File: config.mk
export PLATFORM = sky130hd
export DESIGN_NAME = avmm_pio_bank
export DESIGN_NICKNAME = d
export VERILOG_FILES = /design/src/rtl/avmm_pio_bank_pkg.sv /design/src/rtl/pio_in_channel.sv /design/src/rtl/avmm_pio_bank.sv
export SDC_FILE = /design/constraint.sdc
export NUM_CORES = 2
export LEC_CHECK = 0
export ABC_CLOCK_PERIOD_IN_PS = 11750
export CAP_MARGIN = 20
export CORE_UTILIZATION = 45
export CTS_CLUSTER_DIAMETER = 60
export CTS_CLUSTER_SIZE = 25
export DETAILED_ROUTE_END_ITERATION = 6
export PLACE_DENSITY_LB_ADDON = 0.15
export SETUP_SLACK_MARGIN = 0.05
export SLEW_MARGIN = 20
export SYNTH_ARGS = -nofsm -noshare
export SYNTH_HDL_FRONTEND = slang
export SYNTH_HIERARCHICAL = 1
export SYNTH_SLANG_ARGS = --single-unit
File: constraint.sdc
create_clock -name clk -period 11.75 [get_ports clk]
set_input_delay 2.35 -clock clk [delete_from_list [all_inputs] [get_ports clk]]
set_output_delay 2.35 -clock clk [all_outputs]
set_load 0.02 [all_outputs]
File: src/rtl/avmm_pio_bank_pkg.sv
// Shared constants and types for the Avalon-MM PIO bank.
// Register regions are selected by word address bits [5:4].
package avmm_pio_bank_pkg;

    localparam logic [1:0] OFS_OUT  = 2'd0;
    localparam logic [1:0] OFS_IN   = 2'd1;
    localparam logic [1:0] OFS_EDGE = 2'd2;
    localparam logic [1:0] OFS_MASK = 2'd3;

    typedef enum logic [1:0] {
        EdgeRise = 2'd0,
        EdgeFall = 2'd1,
        EdgeAny  = 2'd2
    } edge_mode_e;

    function automatic int unsigned clog2(input int unsigned value);
        int unsigned res;
        res = 0;
        while (res < 32 && (64'd1 << res) < 64'(value)) begin
            res++;
        end
        return res;
    endfunction

endpackage

File: src/rtl/pio_in_channel.sv
// One input channel: synchroniser, optional debounce (PIO_DEBOUNCE_EN),
// prime flag, edge detect and the sticky EDGE_CAP register with W1C.
module pio_in_channel
    import avmm_pio_bank_pkg::*;
#(
    parameter int unsigned DataW          = 32,
    parameter int unsigned SyncStages     = 2,
    parameter int unsigned EdgeMode       = 0,
    parameter int unsigned DebounceCycles = 50000
) (
    input  logic             clk_i,
    input  logic             reset_i,
    input  logic [DataW-1:0] in_i,
    input  logic [DataW-1:0] w1c_i,
    output logic [DataW-1:0] cond_o,
    output logic [DataW-1:0] edge_cap_o
);

    localparam edge_mode_e Mode = edge_mode_e'(EdgeMode[1:0]);

    logic [DataW-1:0]      sync_q [SyncStages];
    logic [SyncStages-1:0] sync_vld_q;
    logic [DataW-1:0]      sync_val;
    logic                  sync_vld;
    logic [DataW-1:0]      cond;
    logic                  cond_vld;
    logic [DataW-1:0]      cond_prev_q;
    logic [DataW-1:0]      edge_cap_q;
    logic [DataW-1:0]      edge_cap_d;
    logic [DataW-1:0]      edge_hit;
    logic                  primed_q;

    // sync_vld_q marks stages that hold real post-reset samples.
    always_ff @(posedge clk_i or posedge reset_i) begin
        if (reset_i) begin
            for (int i = 0; i < int'(SyncStages); i++) begin
                sync_q[i] <= '0;
            end
            sync_vld_q <= '0;
        end else begin
            sync_q[0] <= in_i;
            for (int i = 1; i < int'(SyncStages); i++) begin
                sync_q[i] <= sync_q[i-1];
            end
            sync_vld_q <= {sync_vld_q[SyncStages-2:0], 1'b1};
        end
    end

    assign sync_val = sync_q[SyncStages-1];
    assign sync_vld = sync_vld_q[SyncStages-1];

`ifdef PIO_DEBOUNCE_EN
    localparam int unsigned CntRaw = clog2(DebounceCycles + 1);
    localparam int unsigned CntW   = (CntRaw < 16) ? 16 : CntRaw;
    localparam logic [CntW-1:0] CntLast = CntW'(DebounceCycles - 1);

    logic [CntW-1:0]  cnt_q;
    logic [DataW-1:0] cand_q;
    logic [DataW-1:0] cond_q;
    logic             loaded_q;

    // The first valid sample is taken as already settled; later changes must
    // hold for the full window before they reach cond.
    always_ff @(posedge clk_i or posedge reset_i) begin
        if (reset_i) begin
            cnt_q    <= '0;
            cand_q   <= '0;
            cond_q   <= '0;
            loaded_q <= 1'b0;
        end else if (sync_vld) begin
            if (!loaded_q) begin
                cond_q   <= sync_val;
                cand_q   <= sync_val;
                cnt_q    <= CntLast;
                loaded_q <= 1'b1;
            end else if (sync_val != cand_q) begin
                cand_q <= sync_val;
                cnt_q  <= CntW'(1);
            end else if (cnt_q >= CntLast) begin
                cond_q <= cand_q;
            end else begin
                cnt_q <= cnt_q + 1'b1;
            end
        end
    end

    assign cond     = cond_q;
    assign cond_vld = loaded_q;
`else
    assign cond     = sync_val;
    assign cond_vld = sync_vld;
`endif

    always_comb begin
        edge_hit = '0;
        case (Mode)
            EdgeRise: edge_hit = cond & ~cond_prev_q;
            EdgeFall: edge_hit = ~cond & cond_prev_q;
            default:  edge_hit = cond ^ cond_prev_q;
        endcase
        if (!primed_q) begin
            edge_hit = '0;
        end
        // A set in the same cycle as a W1C of the same bit wins.
        edge_cap_d = (edge_cap_q & ~w1c_i) | edge_hit;
    end

    always_ff @(posedge clk_i or posedge reset_i) begin
        if (reset_i) begin
            cond_prev_q <= '0;
            edge_cap_q  <= '0;
            primed_q    <= 1'b0;
        end else begin
            cond_prev_q <= cond;
            edge_cap_q  <= edge_cap_d;
            primed_q    <= primed_q | cond_vld;
        end
    end

    assign cond_o     = cond;
    assign edge_cap_o = edge_cap_q;

endmodule

File: src/rtl/avmm_pio_bank.sv
// Parametrised Avalon-MM PIO bank: OUT_DATA, IN_DATA, EDGE_CAP and IRQ_MASK per channel.
// Define PIO_DEBOUNCE_EN to add a per-channel input stability filter.
module avmm_pio_bank
    import avmm_pio_bank_pkg::*;
#(
    parameter int unsigned NUM_OUT         = 4,
    parameter int unsigned NUM_IN          = 4,
    parameter int unsigned DATA_W          = 32,
    parameter int unsigned SYNC_STAGES     = 2,
    parameter int unsigned EDGE_MODE       = 0,
    parameter int unsigned DEBOUNCE_CYCLES = 50000
) (
    input  logic                      clk,
    input  logic                      reset,
    input  logic [5:0]                avs_address,
    input  logic                      avs_read,
    input  logic                      avs_write,
    input  logic [DATA_W-1:0]         avs_writedata,
    input  logic [DATA_W/8-1:0]       avs_byteenable,
    output logic [DATA_W-1:0]         avs_readdata,
    output logic                      avs_readdatavalid,
    output logic [NUM_OUT*DATA_W-1:0] out_export,
    input  logic [NUM_IN*DATA_W-1:0]  in_export,
    output logic                      irq
);

    localparam int unsigned BeW = DATA_W / 8;

    logic [1:0]        region;
    logic [3:0]        ch;
    logic [DATA_W-1:0] be_mask;
    logic [DATA_W-1:0] wr_masked;
    logic [DATA_W-1:0] out_q   [NUM_OUT];
    logic [DATA_W-1:0] mask_q  [NUM_IN];
    logic [DATA_W-1:0] in_cond [NUM_IN];
    logic [DATA_W-1:0] in_cap  [NUM_IN];
    logic [DATA_W-1:0] w1c     [NUM_IN];
    logic [DATA_W-1:0] rd_val;
    logic [DATA_W-1:0] readdata_q;
    logic              readdatavalid_q;
    logic              irq_d;
    logic              irq_q;

    assign region = avs_address[5:4];
    assign ch     = avs_address[3:0];

    always_comb begin
        be_mask = '0;
        for (int b = 0; b < int'(BeW); b++) begin
            be_mask[b*8 +: 8] = {8{avs_byteenable[b]}};
        end
        wr_masked = avs_writedata & be_mask;
    end

    for (genvar g = 0; g < int'(NUM_IN); g++) begin : g_in
        assign w1c[g] = (avs_write && region == OFS_EDGE && ch == 4'(g)) ? wr_masked : '0;

        pio_in_channel #(
            .DataW          (DATA_W),
            .SyncStages     (SYNC_STAGES),
            .EdgeMode       (EDGE_MODE),
            .DebounceCycles (DEBOUNCE_CYCLES)
        ) u_in_channel (
            .clk_i      (clk),
            .reset_i    (reset),
            .in_i       (in_export[g*DATA_W +: DATA_W]),
            .w1c_i      (w1c[g]),
            .cond_o     (in_cond[g]),
            .edge_cap_o (in_cap[g])
        );
    end

    always_ff @(posedge clk or posedge reset) begin
        if (reset) begin
            for (int i = 0; i < int'(NUM_OUT); i++) begin
                out_q[i] <= '0;
            end
        end else if (avs_write && region == OFS_OUT) begin
            for (int i = 0; i < int'(NUM_OUT); i++) begin
                if (ch == 4'(i)) begin
                    out_q[i] <= (out_q[i] & ~be_mask) | wr_masked;
                end
            end
        end
    end

    always_ff @(posedge clk or posedge reset) begin
        if (reset) begin
            for (int i = 0; i < int'(NUM_IN); i++) begin
                mask_q[i] <= '0;
            end
        end else if (avs_write && region == OFS_MASK) begin
            for (int i = 0; i < int'(NUM_IN); i++) begin
                if (ch == 4'(i)) begin
                    mask_q[i] <= (mask_q[i] & ~be_mask) | wr_masked;
                end
            end
        end
    end

    // Channels beyond NUM_OUT/NUM_IN fall through and read as zero.
    always_comb begin
        rd_val = '0;
        unique case (region)
            OFS_OUT: begin
                for (int i = 0; i < int'(NUM_OUT); i++) begin
                    if (ch == 4'(i)) rd_val = out_q[i];
                end
            end
            OFS_IN: begin
                for (int i = 0; i < int'(NUM_IN); i++) begin
                    if (ch == 4'(i)) rd_val = in_cond[i];
                end
            end
            OFS_EDGE: begin
                for (int i = 0; i < int'(NUM_IN); i++) begin
                    if (ch == 4'(i)) rd_val = in_cap[i];
                end
            end
            OFS_MASK: begin
                for (int i = 0; i < int'(NUM_IN); i++) begin
                    if (ch == 4'(i)) rd_val = mask_q[i];
                end
            end
            default: rd_val = '0;
        endcase
    end

    always_comb begin
        irq_d = 1'b0;
        for (int i = 0; i < int'(NUM_IN); i++) begin
            irq_d = irq_d | (|(in_cap[i] & mask_q[i]));
        end
    end

    always_ff @(posedge clk or posedge reset) begin
        if (reset) begin
            readdata_q      <= '0;
            readdatavalid_q <= 1'b0;
            irq_q           <= 1'b0;
        end else begin
            readdata_q      <= avs_read ? rd_val : '0;
            readdatavalid_q <= avs_read;
            irq_q           <= irq_d;
        end
    end

    for (genvar g = 0; g < int'(NUM_OUT); g++) begin : g_out
        assign out_export[g*DATA_W +: DATA_W] = out_q[g];
    end

    assign avs_readdata      = readdata_q;
    assign avs_readdatavalid = readdatavalid_q;
    assign irq               = irq_q;

endmodule

==> impl_metrics.env <==
export IMPL_synth_seq_cells=814
export IMPL_tightestPinTransition_ns=1.21
export IMPL_period_needed_ns=4.97
export IMPL_tritoncts="done"
export IMPL_hold_viol=0
export IMPL_place_hpwl_mm=75.1
export IMPL_required_ns=12.42
export IMPL_yosys_warnings=6
export IMPL_syn_to_final_growth_pct=16.0
export IMPL_synth_edff_count=0
export IMPL_clock_sinks=814
export IMPL_synth_main_ff_cell="dfrtp_1"
export IMPL_rows=99
export IMPL_maxCapViolations=0
export IMPL_slew_viol_final=0
export IMPL_layoutNonFillerInstCount=3734
export IMPL_grt_pass1_vias=22100
export IMPL_clock_skew_ns=0.0328
export IMPL_synth_async_reset_ratio=1.00
export IMPL_fmax_mhz=201
export IMPL_drt_wl_total_mm=109
export IMPL_synth_area_top_cells="dfrtp_1, mux2_2, o21ai_2"
export IMPL_clk_insertion_delay_late_ns=0.67
export IMPL_final_cell_area_mm2=0.0385
export IMPL_status="completed"
export IMPL_vias_per_cell=5.79
export IMPL_via_count=21600
export IMPL_setup_violations=0
export IMPL_gr_usage_all_layers=0.292
export IMPL_post_drt_wl_per_cell_um=29.1
export IMPL_final_util=0.528
export IMPL_gr_total_overflow=0
export IMPL_numCtsBuffers=57
export IMPL_grt_pass1_wl_mm=158
export IMPL_post_place_ws_ns=6.05
export IMPL_worst_path_max_fanout=114
export IMPL_endpoint_kind="async pin"
export IMPL_globalplace_congestion=0.943
export IMPL_power_mw=5.92
export IMPL_min_period_over_period=0.423
export IMPL_crit_type="in2async"
export IMPL_p_leak_nw=17.2
export IMPL_holdWs_ns=0.326
export IMPL_fp_dieH_um=274
export IMPL_ios=336
export IMPL_synth_area_per_cell_um2=13.0
export IMPL_core_area_mm2=0.0730
export IMPL_placed_cell_area_mm2=0.0364
export IMPL_antenna_found_initial=7
export IMPL_cts_setup_buffers=0
export IMPL_ctsHoldBuffers=0
export IMPL_yosysTopAreaCellShare=0.613
export IMPL_power_density_mw_per_mm2=154
export IMPL_synth_area_mm2=0.0332
export IMPL_port_buffers=335
export IMPL_dr_pass1_iters=7
export IMPL_nets=2903
export IMPL_fin_tns_setup_ns=0
export IMPL_drt_iter0_drc=1800
export IMPL_cts_resized=0
export IMPL_synth_nets=2729
export IMPL_grt_max_degree=115
export IMPL_drive_above_1_share=0.244
export IMPL_drcViolationCount=0
export IMPL_finalWorstSetupSlack_ns=6.78
export IMPL_cp_start_kind="input pin"
export IMPL_fillerInstances=6173
export IMPL_yosysSeqAreaShare=0.613
export IMPL_h_tree_depth=2
export IMPL_clock_root_buffer="clkbuf_16"
export IMPL_critPathArrivalTime_ns=5.63
export IMPL_chipWidth_um=274
export IMPL_netlist_instances=2555
export IMPL_clk_path_buf_depth=3
export IMPL_max_vdd_ir_drop_mv=0.110
export IMPL_final_common_cell="dfrtp_1"
export IMPL_final_cell_mix="dfrtp_1, mux2_2, clkdlybuf4s50_1"
export IMPL_hold_class="reg2reg"
export IMPL_fp_dieArea_mm2=0.0749
export IMPL_worst_slew_margin_rel=0.193
export IMPL_path_clk_slew_ns=0.10
export IMPL_start_util=0.455
export IMPL_ant_nets=0
export IMPL_yosys_area_top_type="dfrtp_1"
export IMPL_place_inst=3629
export IMPL_synth_distinct_cells=48
export IMPL_rsz0062_at_grt="false"
==> logic make-up (layout without fill, tap and decap cells) <==
logic type / after synthesis / in the layout / share of synthesized area
compound gates: 431 / 431 / 0.0977
mux: 383 / 383 / 0.135
simple gates: 540 / 540 / 0.0887
buf+inv: 383 / 600 / 0.0644
flops: 814 / 814 / 0.613
other cells: 4 / 7 / 0.000452
==> power by group <==
part           switching, mW  internal [mW]  total, mW
logic                  0.352          0.281      0.633
registers              0.118           2.95       3.07
clock network           1.16           1.05       2.22
==> cells in the mapped netlist, drive strengths merged (8+ instances only) <==
library cell,count
a221o,14
inv,133
o22ai,90
nor2b,8
nor2,219
buf,195
mux4,18
nor3,41
nand3b,130
clkbuf,55
nand4,21
a22oi,26
mux2i,14
mux2,351
dfrtp,814
nand2,99
o311a,32
o21a,12
a221oi,22
a22o,22
o21ai,193
==> routing by layer <==
metal,wire length (um),up-vias,global-route usage
met5,17,-,0
met4,3040,2,0.0826
met3,8220,179,0.0538
met2,49800,931,0.450
met1,47500,11300,0.422
li1,-,9176,-
==> cell type report <==
cell class                      instances  area, um^2  share of cell area
Sequential cell                       814       20400               0.529
Multi-Input combinational cell       1358       10800               0.279
Timing Repair Buffer                  365        3570              0.0927
Clock buffer                           61        1500              0.0390
Tap cell                              959        1200              0.0311
Clock inverter                         41         601              0.0156
Inverter                              133         527              0.0137
Antenna cell                            3        7.51            0.000195
==> path summary, 6_finish.rpt <==
| path | cells past startpoint | slack, ns | to | startpoint |
|---|---|---|---|---|
| max | 4 | 6.78 | async pin | reset |
| min | 0 | 0.33 | g_in[3].u_in_channel/cond_o[24] | g_in[3].u_in_channel/sync_q[56] |
| max reg2reg | 5 | 9.56 | irq | g_in[3].u_in_channel/edge_cap_o[22] |
| min reg2reg | 0 | 0.33 | g_in[3].u_in_channel/cond_o[24] | g_in[3].u_in_channel/sync_q[56] |
| max in group clk | 8 | 6.88 | avs_readdata[10] | avs_address[1] |
| min in group asynchronous | 2 | 2.68 | g_in[1].u_in_channel/sync_q[58] | reset |
==> critical path, cell delays in order <==
cell             delay (ns)
clkdlybuf4s50_1        0.78
inv_8                  0.79
buf_4                  0.69
buf_4                  0.79
Note: power is estimated with default switching activity, not from simulation.
